`src/rtl/pid_pos_controller_mc.sv`:
```
`default_nettype none
// ============================================================================
// Module      : pid_pos_controller_mc
// Description : Multi-axis position PID controller. A single shared multiplier
//               is time-multiplexed over NUM_AXES axes once per sample tick.
//               It has sign-aware anti-windup, a global enable that clears all
//               state, and a frame-done strobe.
//               Optional macro PID_DERIV_FILTER_EN adds a first-order (1/4)
//               low-pass filter on the derivative term.
// Revision    : 1.0 - initial release
// ============================================================================
module pid_pos_controller_mc #(
  parameter int NUM_AXES   = 2,
  parameter int POS_W      = 32,
  parameter int GAIN_W     = 16,
  parameter int GAIN_FRAC  = 8,
  parameter int OUT_W      = 16,
  parameter int OUT_LIMIT  = 4000,
  parameter int INT_LIMIT  = 2000000000,
  parameter int SAMPLE_DIV = 5000
) (
  input  logic                       clk,
  input  logic                       reset,
  input  logic                       enable,
  input  logic [NUM_AXES*POS_W-1:0]  desired_pos,
  input  logic [NUM_AXES*POS_W-1:0]  actual_pos,
  input  logic [NUM_AXES*GAIN_W-1:0] kp,
  input  logic [NUM_AXES*GAIN_W-1:0] ki,
  input  logic [NUM_AXES*GAIN_W-1:0] kd,
  output logic [NUM_AXES*OUT_W-1:0]  control_signal,
  output logic                       update_valid,
  output logic                       busy
);

  localparam int AX_W  = (NUM_AXES > 1) ? $clog2(NUM_AXES) : 1;
  localparam int CNT_W = (SAMPLE_DIV > 1) ? $clog2(SAMPLE_DIV) : 1;
  localparam int PRD_W = POS_W + GAIN_W;
  localparam int ACC_W = POS_W + GAIN_W + 2;

  localparam logic [3:0] S_IDLE  = 4'd0;
  localparam logic [3:0] S_LOAD  = 4'd1;
  localparam logic [3:0] S_INTEG = 4'd2;
  localparam logic [3:0] S_MUL_P = 4'd3;
  localparam logic [3:0] S_MUL_I = 4'd4;
  localparam logic [3:0] S_MUL_D = 4'd5;
  localparam logic [3:0] S_SAT   = 4'd6;
  localparam logic [3:0] S_WRITE = 4'd7;
  localparam logic [3:0] S_DONE  = 4'd8;

  localparam logic signed [POS_W:0]   INT_HI   = (POS_W+1)'(INT_LIMIT);
  localparam logic signed [POS_W:0]   INT_LO   = -INT_HI;
  localparam logic signed [POS_W-1:0] INT_HI_N = POS_W'(INT_LIMIT);
  localparam logic signed [POS_W-1:0] INT_LO_N = -INT_HI_N;
  localparam logic signed [ACC_W-1:0] ACC_HI   = ACC_W'(OUT_LIMIT);
  localparam logic signed [ACC_W-1:0] ACC_LO   = -ACC_HI;
  localparam logic signed [OUT_W-1:0] Y_HI     = OUT_W'(OUT_LIMIT);
  localparam logic signed [OUT_W-1:0] Y_LO     = -Y_HI;
  localparam logic [CNT_W-1:0]        CNT_LAST = CNT_W'(SAMPLE_DIV - 1);
  localparam logic [AX_W-1:0]         AX_LAST  = AX_W'(NUM_AXES - 1);

  // A frame must always finish before the next tick can arrive.
  generate
    if ((SAMPLE_DIV < 7*NUM_AXES + 2) || (NUM_AXES < 1) || (NUM_AXES > 8)) begin : g_param_check
      $fatal(1, "pid_pos_controller_mc: illegal NUM_AXES / SAMPLE_DIV combination");
    end
  endgenerate

  // Saturate a POS_W+1 bit signed value into POS_W bits.
  function automatic logic signed [POS_W-1:0] sat_pos(input logic signed [POS_W:0] s);
    if (s[POS_W] != s[POS_W-1])
      sat_pos = s[POS_W] ? {1'b1, {(POS_W-1){1'b0}}} : {1'b0, {(POS_W-1){1'b1}}};
    else
      sat_pos = s[POS_W-1:0];
  endfunction

  logic [3:0]               state;
  logic [AX_W-1:0]          axis;
  logic [CNT_W-1:0]         count;
  logic signed [POS_W-1:0]  err;
  logic signed [POS_W-1:0]  delta;
  logic signed [GAIN_W-1:0] kp_q;
  logic signed [GAIN_W-1:0] ki_q;
  logic signed [GAIN_W-1:0] kd_q;
  logic signed [ACC_W-1:0]  acc;
  logic signed [OUT_W-1:0]  y;
  logic signed [POS_W-1:0]  integ    [NUM_AXES];
  logic signed [POS_W-1:0]  prev_err [NUM_AXES];
  logic signed [OUT_W-1:0]  lane     [NUM_AXES];
`ifdef PID_DERIV_FILTER_EN
  logic signed [POS_W-1:0]  dfilt    [NUM_AXES];
  logic signed [POS_W:0]    d_diff;
  logic signed [POS_W:0]    d_step;
  logic signed [POS_W:0]    d_sum;
  logic signed [POS_W-1:0]  dfilt_next;
`endif

  logic signed [POS_W-1:0]  des_a [NUM_AXES];
  logic signed [POS_W-1:0]  act_a [NUM_AXES];
  logic signed [GAIN_W-1:0] kp_a  [NUM_AXES];
  logic signed [GAIN_W-1:0] ki_a  [NUM_AXES];
  logic signed [GAIN_W-1:0] kd_a  [NUM_AXES];

  generate
    for (genvar k = 0; k < NUM_AXES; k++) begin : g_lane
      assign des_a[k] = desired_pos[k*POS_W +: POS_W];
      assign act_a[k] = actual_pos[k*POS_W +: POS_W];
      assign kp_a[k]  = kp[k*GAIN_W +: GAIN_W];
      assign ki_a[k]  = ki[k*GAIN_W +: GAIN_W];
      assign kd_a[k]  = kd[k*GAIN_W +: GAIN_W];
      assign control_signal[k*OUT_W +: OUT_W] = lane[k];
    end
  endgenerate

  logic signed [POS_W:0]    err_wide;
  logic signed [POS_W:0]    delta_wide;
  logic signed [POS_W:0]    isum;
  logic signed [POS_W-1:0]  err_sat;
  logic signed [POS_W-1:0]  delta_sat;
  logic signed [POS_W-1:0]  integ_next;
  logic signed [POS_W-1:0]  d_term;
  logic signed [GAIN_W-1:0] mul_g;
  logic signed [POS_W-1:0]  mul_x;
  logic signed [PRD_W-1:0]  prod;
  logic signed [ACC_W-1:0]  prod_ext;
  logic signed [ACC_W-1:0]  acc_shr;
  logic                     hold;

  // Datapath: error/derivative, integrator update, shared multiplier, scaling.
  always_comb begin
    err_wide   = {des_a[axis][POS_W-1], des_a[axis]} - {act_a[axis][POS_W-1], act_a[axis]};
    err_sat    = sat_pos(err_wide);
    delta_wide = {err_sat[POS_W-1], err_sat} - {prev_err[axis][POS_W-1], prev_err[axis]};
    delta_sat  = sat_pos(delta_wide);

    isum = {integ[axis][POS_W-1], integ[axis]} + {err[POS_W-1], err};
    if (isum > INT_HI)
      integ_next = INT_HI_N;
    else if (isum < INT_LO)
      integ_next = INT_LO_N;
    else
      integ_next = isum[POS_W-1:0];

    // Freeze the integrator while the output is pinned and the error pushes further.
    hold = ((lane[axis] == Y_HI) && !err[POS_W-1] && (err != '0)) ||
           ((lane[axis] == Y_LO) && err[POS_W-1]);

`ifdef PID_DERIV_FILTER_EN
    d_diff     = {delta[POS_W-1], delta} - {dfilt[axis][POS_W-1], dfilt[axis]};
    d_step     = d_diff >>> 2;
    d_sum      = {dfilt[axis][POS_W-1], dfilt[axis]} + d_step;
    dfilt_next = sat_pos(d_sum);
    d_term     = dfilt[axis];
`else
    d_term     = delta;
`endif

    case (state)
      S_MUL_I: begin mul_g = ki_q; mul_x = integ[axis]; end
      S_MUL_D: begin mul_g = kd_q; mul_x = d_term;      end
      default: begin mul_g = kp_q; mul_x = err;         end
    endcase
    prod     = $signed({{POS_W{mul_g[GAIN_W-1]}}, mul_g}) *
               $signed({{GAIN_W{mul_x[POS_W-1]}}, mul_x});
    prod_ext = {{2{prod[PRD_W-1]}}, prod};
    acc_shr  = acc >>> GAIN_FRAC;
  end

  // Free-running sample divider; tick is count == 0.
  always_ff @(posedge clk) begin
    if (reset || (count == CNT_LAST))
      count <= '0;
    else
      count <= count + 1'b1;
  end

  // Frame sequencer and per-axis state; enable low aborts and clears everything.
  always_ff @(posedge clk) begin
    if (reset || !enable) begin
      state <= S_IDLE;
      axis  <= '0;
      err   <= '0;
      delta <= '0;
      kp_q  <= '0;
      ki_q  <= '0;
      kd_q  <= '0;
      acc   <= '0;
      y     <= '0;
      for (int k = 0; k < NUM_AXES; k++) begin
        integ[k]    <= '0;
        prev_err[k] <= '0;
        lane[k]     <= '0;
`ifdef PID_DERIV_FILTER_EN
        dfilt[k]    <= '0;
`endif
      end
    end else begin
      case (state)
        S_IDLE: begin
          if (count == '0) begin
            state <= S_LOAD;
            axis  <= '0;
          end
        end
        S_LOAD: begin
          err   <= err_sat;
          delta <= delta_sat;
          kp_q  <= kp_a[axis];
          ki_q  <= ki_a[axis];
          kd_q  <= kd_a[axis];
          state <= S_INTEG;
        end
        S_INTEG: begin
          if (!hold)
            integ[axis] <= integ_next;
`ifdef PID_DERIV_FILTER_EN
          dfilt[axis] <= dfilt_next;
`endif
          state <= S_MUL_P;
        end
        S_MUL_P: begin
          acc   <= prod_ext;
          state <= S_MUL_I;
        end
        S_MUL_I: begin
          acc   <= acc + prod_ext;
          state <= S_MUL_D;
        end
        S_MUL_D: begin
          acc   <= acc + prod_ext;
          state <= S_SAT;
        end
        S_SAT: begin
          if (acc_shr > ACC_HI)
            y <= Y_HI;
          else if (acc_shr < ACC_LO)
            y <= Y_LO;
          else
            y <= acc_shr[OUT_W-1:0];
          state <= S_WRITE;
        end
        S_WRITE: begin
          lane[axis]     <= y;
          prev_err[axis] <= err;
          if (axis == AX_LAST) begin
            state <= S_DONE;
          end else begin
            axis  <= axis + 1'b1;
            state <= S_LOAD;
          end
        end
        S_DONE:  state <= S_IDLE;
        default: state <= S_IDLE;
      endcase
    end
  end

  assign update_valid = (state == S_DONE);
  assign busy         = (state != S_IDLE);

endmodule
`default_nettype wire
```
`config.mk`:
```
export PLATFORM = sky130hd
export DESIGN_NAME = pid_pos_controller_mc
export DESIGN_NICKNAME = d
export VERILOG_FILES = /design/src/rtl/pid_pos_controller_mc.sv
export SDC_FILE = /design/constraint.sdc
export NUM_CORES = 2
export LEC_CHECK = 0
export ABC_CLOCK_PERIOD_IN_PS = 12450
export CORE_ASPECT_RATIO = 0.6
export CORE_MARGIN = 2
export CORE_UTILIZATION = 38
export DETAILED_ROUTE_END_ITERATION = 10
export PLACE_DENSITY_LB_ADDON = 0.3
export REMOVE_ABC_BUFFERS = 1
export SYNTH_ARGS = -nofsm -noshare
export SYNTH_HDL_FRONTEND = slang
export SYNTH_SLANG_ARGS = --single-unit
```
`constraint.sdc`:
```
create_clock -name clk -period 12.45 [get_ports clk]
set_input_delay 1.8675 -clock clk [delete_from_list [all_inputs] [get_ports clk]]
set_output_delay 1.8675 -clock clk [all_outputs]
set_load 0.005 [all_outputs]
```
Word-level counts from Yosys, hierarchy flattened
Memory sizes are Yosys's and may differ from the RTL's. A register that Yosys moved wholly into a read port is not among the register bits.
Index checks and enable logic that the tools add are counted.
W data, S select, Z words.

storage, ports and cells
  register bits = 196
  RAM bits = 160
  input port bits = 227
  output and inout bits = 34
  logic and storage cells = 115
  memories = 3

operators by class
  add/sub/neg operators = 6
  multiply operators = 1
  magnitude comparators = 5
  equal/unequal tests = 14
  muxes and demuxes = 56
  bitwise operators = 1
  reductions and logical operators = 19

memory list
  name      depth  bits a word  rd ports  clocked after Yosys merged registers in  write ports  line  text
  integ     2      32           1         1                                        2            86    logic signed [POS_W-1:0] integ [NUM_AXES];
  prev_err  2      32           1         1                                        2            87    logic signed [POS_W-1:0] prev_err [NUM_AXES];
  lane      2      16           3         1                                        2            88    logic signed [OUT_W-1:0] lane [NUM_AXES];

operators by type and width
  kind                     number
  $mux W32                 14
  $mux W16                 12
  $pmux W50 S2             1
  $sub A32 B32 Y33         2
  $pmux W32 S2             1
  $reduce_or A32 Y1        2
  $add A50 B48 Y50         1
  $mul A16 B32 Y48         1
  $gt A42 B13 Y1 const B   1
  $lt A42 B13 Y1 const B   1
  $add A32 B32 Y33         1
  $gt A33 B32 Y1 const B   1
  $lt A33 B32 Y1 const B   1
  $eq A16 B13 Y1 const B   2
  $pmux W16 S2             1
  $pmux W4 S8              1
  $reduce_bool A32 Y1      1
  $mux W1                  23
  $eq A4 B3 Y1 const B     4
  $reduce_or A16 Y1        1
  $add A13 B1 Y13 const B  1
  $eq A13 B13 Y1 const B   1
  $logic_not A13 Y1        1
  $eq A4 B2 Y1 const B     2
  other kinds (17)         25

Depth between registers and ports, before layout
  depth in word-level cells = 10
  depth in mapped cells = 42
  depth with buffers taken out = 38

Least setup slack after synthesis
OpenSTA, ideal clock, no wires.

  path type = register -> register
  start point = reg with a tool-made name
  end point = reg acc[47]
  arrival time = 9.633 ns
  data required time = 12.330 ns
  slack = 2.697 ns
  cell stages (with the launch flop) = 38
  buffers on the path = 5
  period minus slack after synthesis = 9.753 ns
  path through = dfxtp_1 > clkbuf_1 > buf_1 > clkbuf_1 > mux2_2 > o221ai_1 > clkbuf_1 > nand2_1 > fa_1 > fa_1 > inv_1 > fa_1 > fa_1 > fa_1 > inv_1 > fa_1 > inv_1 > ha_1 > [2 not listed] > a221o_1 > a21o_1 > a21o_1 > a21oi_1 > xnor2_1 > ha_1 > clkbuf_1 > a21oi_1 > and3_1 > a21boi_0 > o21ai_0 > a221oi_2 > o21ai_1 > a32oi_1 > nand2_1 > a311oi_1 > mux2i_1 > o31a_1

RTL lines
  what                    line  text
  end signal: assignment  221   acc <= prod_ext;
  end signal: assignment  225   acc <= acc + prod_ext;
  end signal: assignment  229   acc <= acc + prod_ext;
  end: declaration        84    logic signed [ACC_W-1:0] acc;

Worst setup path after layout
  start point = reg state[0]
  end point = reg acc[47]

on the way
  cells in the longest elaborated chain, start to end = 5
  elaborated cells on any way between the ends = 10
  classes of those cells = add/sub (1); mul (1); eq/ne (3); mux (3); reduce/logical (2)

ends and longest elaborated chain
  what                                          line      text
  start: declaration                            76        logic [3:0] state;
  start signal: assignment                      179       state <= S_IDLE;
  start signal: assignment                      200       state <= S_LOAD;
  start signal: assignment                      210       state <= S_INTEG;
  $eq A4 B3 Y1                                  157, 197
  $pmux W16 S2 or $pmux W32 S2 (tied branches)  157       case (state)
  $mul A16 B32 Y48                              162       prod = $signed({{POS_W{mul_g[GAIN_W-1]}}, mul_g}) *
  $add A50 B48 Y50                              225, 229
  $pmux W50 S2                                  197       case (state)

Several ways; a longest one is shown, not always the timed one.
A chain may end at the register's enable or synchronous reset.

==> summary by stage <==
Status
The flow ran to the end, and the final reports show no timing, DRC or antenna violations.

Placement
The placed cell area is 46940 um2. Prior to clock tree synthesis, the placed netlist has a worst setup slack of 1.473 ns. The count of buffers inserted at the top-level ports is 260.

The last weighted congestion value of the routability-driven placer is 0.9837. Detailed placement ended at an HPWL of 115800 um.

Floorplanning
The placement row count is 95. The placeable core area is 111700 um2. The die covers 115200 um2. The number of primary I/O pins is 261.

Measured along the y axis, the die boundary spans 263.7 um. The starting density of the core is 0.3824. The die width is 436.9 um.

Synthesis
For this run, the number of Yosys warnings is 0. The number of distinct library cells after synthesis is 92. The compound-gate portion of the synthesized area is 0.1662. The synthesized design contains 160 enable-type register cells. In the post-synthesis netlist, the cell with the most instances is inv_1. After synthesis the netlist holds a flip-flop and latch count of 357.

The share of the Yosys chip area taken by registers is 0.2048. Of all flip-flops after synthesis, the portion carrying an async set or reset was 0. The fraction of synthesized area in multiplexers is 0.04648. The largest total area in the synthesized netlist belongs to fa_1. The adder-cell share of the synthesized area is 0.3090. The post-synthesis instance area is 42720 um2. After synthesis, the most frequently instantiated cells are inv_1, fa_1, nand2_1. After synthesis, the cell types taking the most area are fa_1, edfxtp_1, dfxtp_1. The instance count of the mapped netlist is 4936. A synthesized cell averages 8.655 um2. The area share of the largest cell type after synthesis is 0.2296. The most used flip-flop cell after synthesis is dfxtp_1. By area, the combinational part of the netlist is dominated by adder cells. Of the total synthesized cell area, the portion taken by AND, OR, NAND and NOR gates is 0.1585. Of the total synthesized cell area, the portion taken by XOR and XNOR cells is 0.03318.

Worst setup path
The worst setup path is captured at a flip-flop. Among all stages on the critical path, the largest delay is contributed by o221ai_1. The number of stages on the worst setup path is 37.

The peak per-stage delay on the critical path is 0.76 ns. The arrival time of the worst setup path is 11.65 ns. The end of the worst register-to-register path is acc[47]. By startpoint and endpoint, the worst setup path is classified as flip-flop to flip-flop.

The cell family with the largest share of critical-path delay is compound AO/OA/AOI/OAI gates. The cell repeated most along the worst path is fa_1. The worst reg2reg path startpoint is state[0]. Following the worst setup path forward leads to its endpoint at acc[47]. Tracing the worst setup path back leads to its startpoint at state[0]. The peak fanout along the critical path is 45. STA classifies the critical path startpoint as a flip-flop. The count of buffer and inverter cells on the critical path is 7.

Across all register-to-register paths, the minimum setup slack is 1.30 ns. The cell depth of the worst flop-to-flop path is 37. The required time reported for the critical path endpoint is 12.95 ns.

Pwr
The internal portion of the total power is 0.002424 W. The post-route total power is 0.003841 W. Of the total power, registers draw 0.335.

For this design the static power due to leakage is 20.40 nW. The combinational fraction of design power is 0.341. The peak supply drop is 0.08638 mV. Summed over all nets, the switching power comes to 0.001417 W.

Dividing total power by cell area gives a power density of 79.55 nW/um2. The switching fraction of total power is 0.3688. The share of total power dissipated in the clock network is 0.324.

Route
The number of remaining DRC errors is 0. The total via count after detailed routing is 37250. The mean routed wirelength per cell is 22.23 um. The post-detailed-route count of antenna-violating nets is 0. The first detailed-routing pass ran for 6 iterations. Summed over all layers, the routed wires come to 146600 um. The detailed router's first-iteration violation count is 4112. The number of vias per cell is 5.648.

GRT
The initial antenna violation count was 5. The number of global-route vias before repair is 35910. The aggregate global routing overflow is 0. The wire length of the first global-routing pass is 224800 um. Across every metal layer, demand over resource in global routing totals 0.2529. The maximum number of pins on one net before global-route repair is 95.

STA
Setup repair after global routing left no endpoint under its margin. The clock skew is 0.05823 ns. Setup violations remaining at the end of the flow were counted as 0. The slew of the pin with the lowest slew margin is 1.288 ns. The relative max-transition margin is 0.1414. The number of max-slew violations in the final report was 0. In the final timing run, aggregate negative setup slack is 0 ns.

Dividing the final minimum period by the clock period gives 0.8956. The smallest setup slack after layout is 1.299 ns. Static timing analysis puts the maximum clock frequency at 0.08968 GHz.

The clock period could shrink to 11.15 ns. The count of endpoints failing hold in the final timing report is 0.

Clocking
The CTS tree is done. Post-CTS repair changed the size of 0 cells. The H-tree was split into 2 levels.

The latest clock arrival within the worst-skew pair is 0.61 ns. The library cell used as clock root buffer is clkbuf_16. The buffers inserted during post-CTS setup optimization is 0.

The clock drives 357 sinks. The maximum buffer depth of the clock tree is 3. The clock slew seen by the registers of the worst setup and hold paths is 0.07 ns.

The hold-fix buffer count after cts is 0. TritonCTS created 40 clock buffers.

Cells and area
The layout overhead on the synthesized area is 13.00%. The layout has 11080 filler cells. The final layout contains 6042 nets. The fraction of layout instances using a drive strength above 1 is 0.06110.

The final non-filler cell area is 48280 um2.

Job
The max-cap violation count is 0.

Worst hold path
In this run the worst hold path is classified as flip-flop to flip-flop.
==> kinds of logic after synthesis <==
logic type / after synthesis
compound gates: 1072
xor+xnor: 161
fa+ha+maj: 762
buf+inv: 921
flops: 357
mux: 190
simple gates: 1473
==> per-stage QoR <==
stage	hold WS (ns)	cells	utilization
2_1_floorplan	0.4300	4682	-
3_3_place_gp	0.4379	6519	0.4201
3_5_place_dp	0.4536	6519	0.4201
4_1_cts	0.4627	6593	0.4320
5_1_grt	0.4873	6594	0.4320
6_report	0.4640	6596	0.4321
==> worst min path at each step <==
| stage | startpoint | end | slack, ns | cells after the start |
|---|---|---|---|---|
| after CTS | y[12] | y[12] | 0.46 | 2 |
| after global placement | count[0] | count[0] | 0.44 | 1 |
| after global routing | count[0] | count[0] | 0.49 | 1 |
| after detailed placement | y[12] | y[12] | 0.45 | 2 |
| final | y[12] | y[12] | 0.46 | 2 |
| after floorplan | count[0] | count[0] | 0.43 | 1 |
==> power groups by stage <==
stage	combinational, W	clock, W	sequential (W)
after global routing	0.00143	0.00130	0.00129
after CTS	0.00128	0.00126	0.00129
after detailed placement	0.00127	0	0.00131
final	0.00131	0.00124	0.00129
after floorplan	0.000844	0	0.00130
after global placement	0.00126	0	0.00131
==> sequential cells by signal, indices dropped and copies added, names as in the netlist, named ones only <==
| register | cells |
|---|---|
| count | 13 |
| integ | 64 |
| kd_q | 16 |
| err | 32 |
| y | 16 |
| axis | 1 |
| state | 4 |
| ki_q | 16 |
| prev_err | 64 |
| lane | 32 |
| kp_q | 16 |
| d_term | 32 |
| acc | 50 |
==> routing by layer <==
metal / vias to the layer above / global-route usage / part of all wire
met4: 4 / 0.04063 / 0.016
met2: 1772 / 0.3192 / 0.37
met1: 18320 / 0.4067 / 0.48
li1: 17030 / - / -
met3: 132 / 0.08585 / 0.13
met5: - / 0.004549 / 0.00056
==> cell usage in the layout (no fill, tap or decap), types with 16 or more instances in the layout <==
cell type,instances
inv_1,667
fa_1,490
nand2_1,484
nor2_1,468
a21oi_1,314
ha_1,267
clkdlybuf4s50_1,260
o21ai_0,212
dfxtp_1,195
edfxtp_1,160
mux2i_1,123
xnor2_1,99
a21o_1,87
a211oi_1,82
and2_1,76
nor3_1,72
buf_4,71
and3_1,70
mux2_2,67
xor2_1,60
nand3_1,58
or3_1,54
o221ai_1,43
clkbuf_16,42
o21a_1,40
a31oi_1,37
nand4_1,37
o221a_2,36
nor4_1,30
nor2b_1,28
nand2b_1,25
o21bai_1,24
or2_2,16
a311oi_1,16
==> final cells by class <==
cell class                      instances  area, um2  area share
Inverter                              667       2504     0.05186
Sequential cell                       357       8756      0.1814
Tap cell                             1503       1881     0.03895
Multi-Input combinational cell       3658      30610      0.6339
Antenna cell                            3      7.507   0.0001555
Timing Repair Buffer                  334       3196     0.06619
Clock inverter                         19      190.2    0.003939
Clock buffer                           55       1140     0.02361
==> worst register-to-register path: cells and delay by family (launching register included) <==
| kind | cells | cell delay, ns |
|---|---|---|
| and+or+nand+nor | 5 | 1.09 |
| xor gates and xnor gates | 1 | 0.23 |
| DFF | 1 | 0.30 |
| AOI/OAI and AO/OA | 15 | 4.09 |
| buffers and inverters | 7 | 1.06 |
| adders and majority gates | 8 | 4.10 |
| muxes | 1 | 0.15 |
No activity file was read; power rests on OpenSTA's default activity.
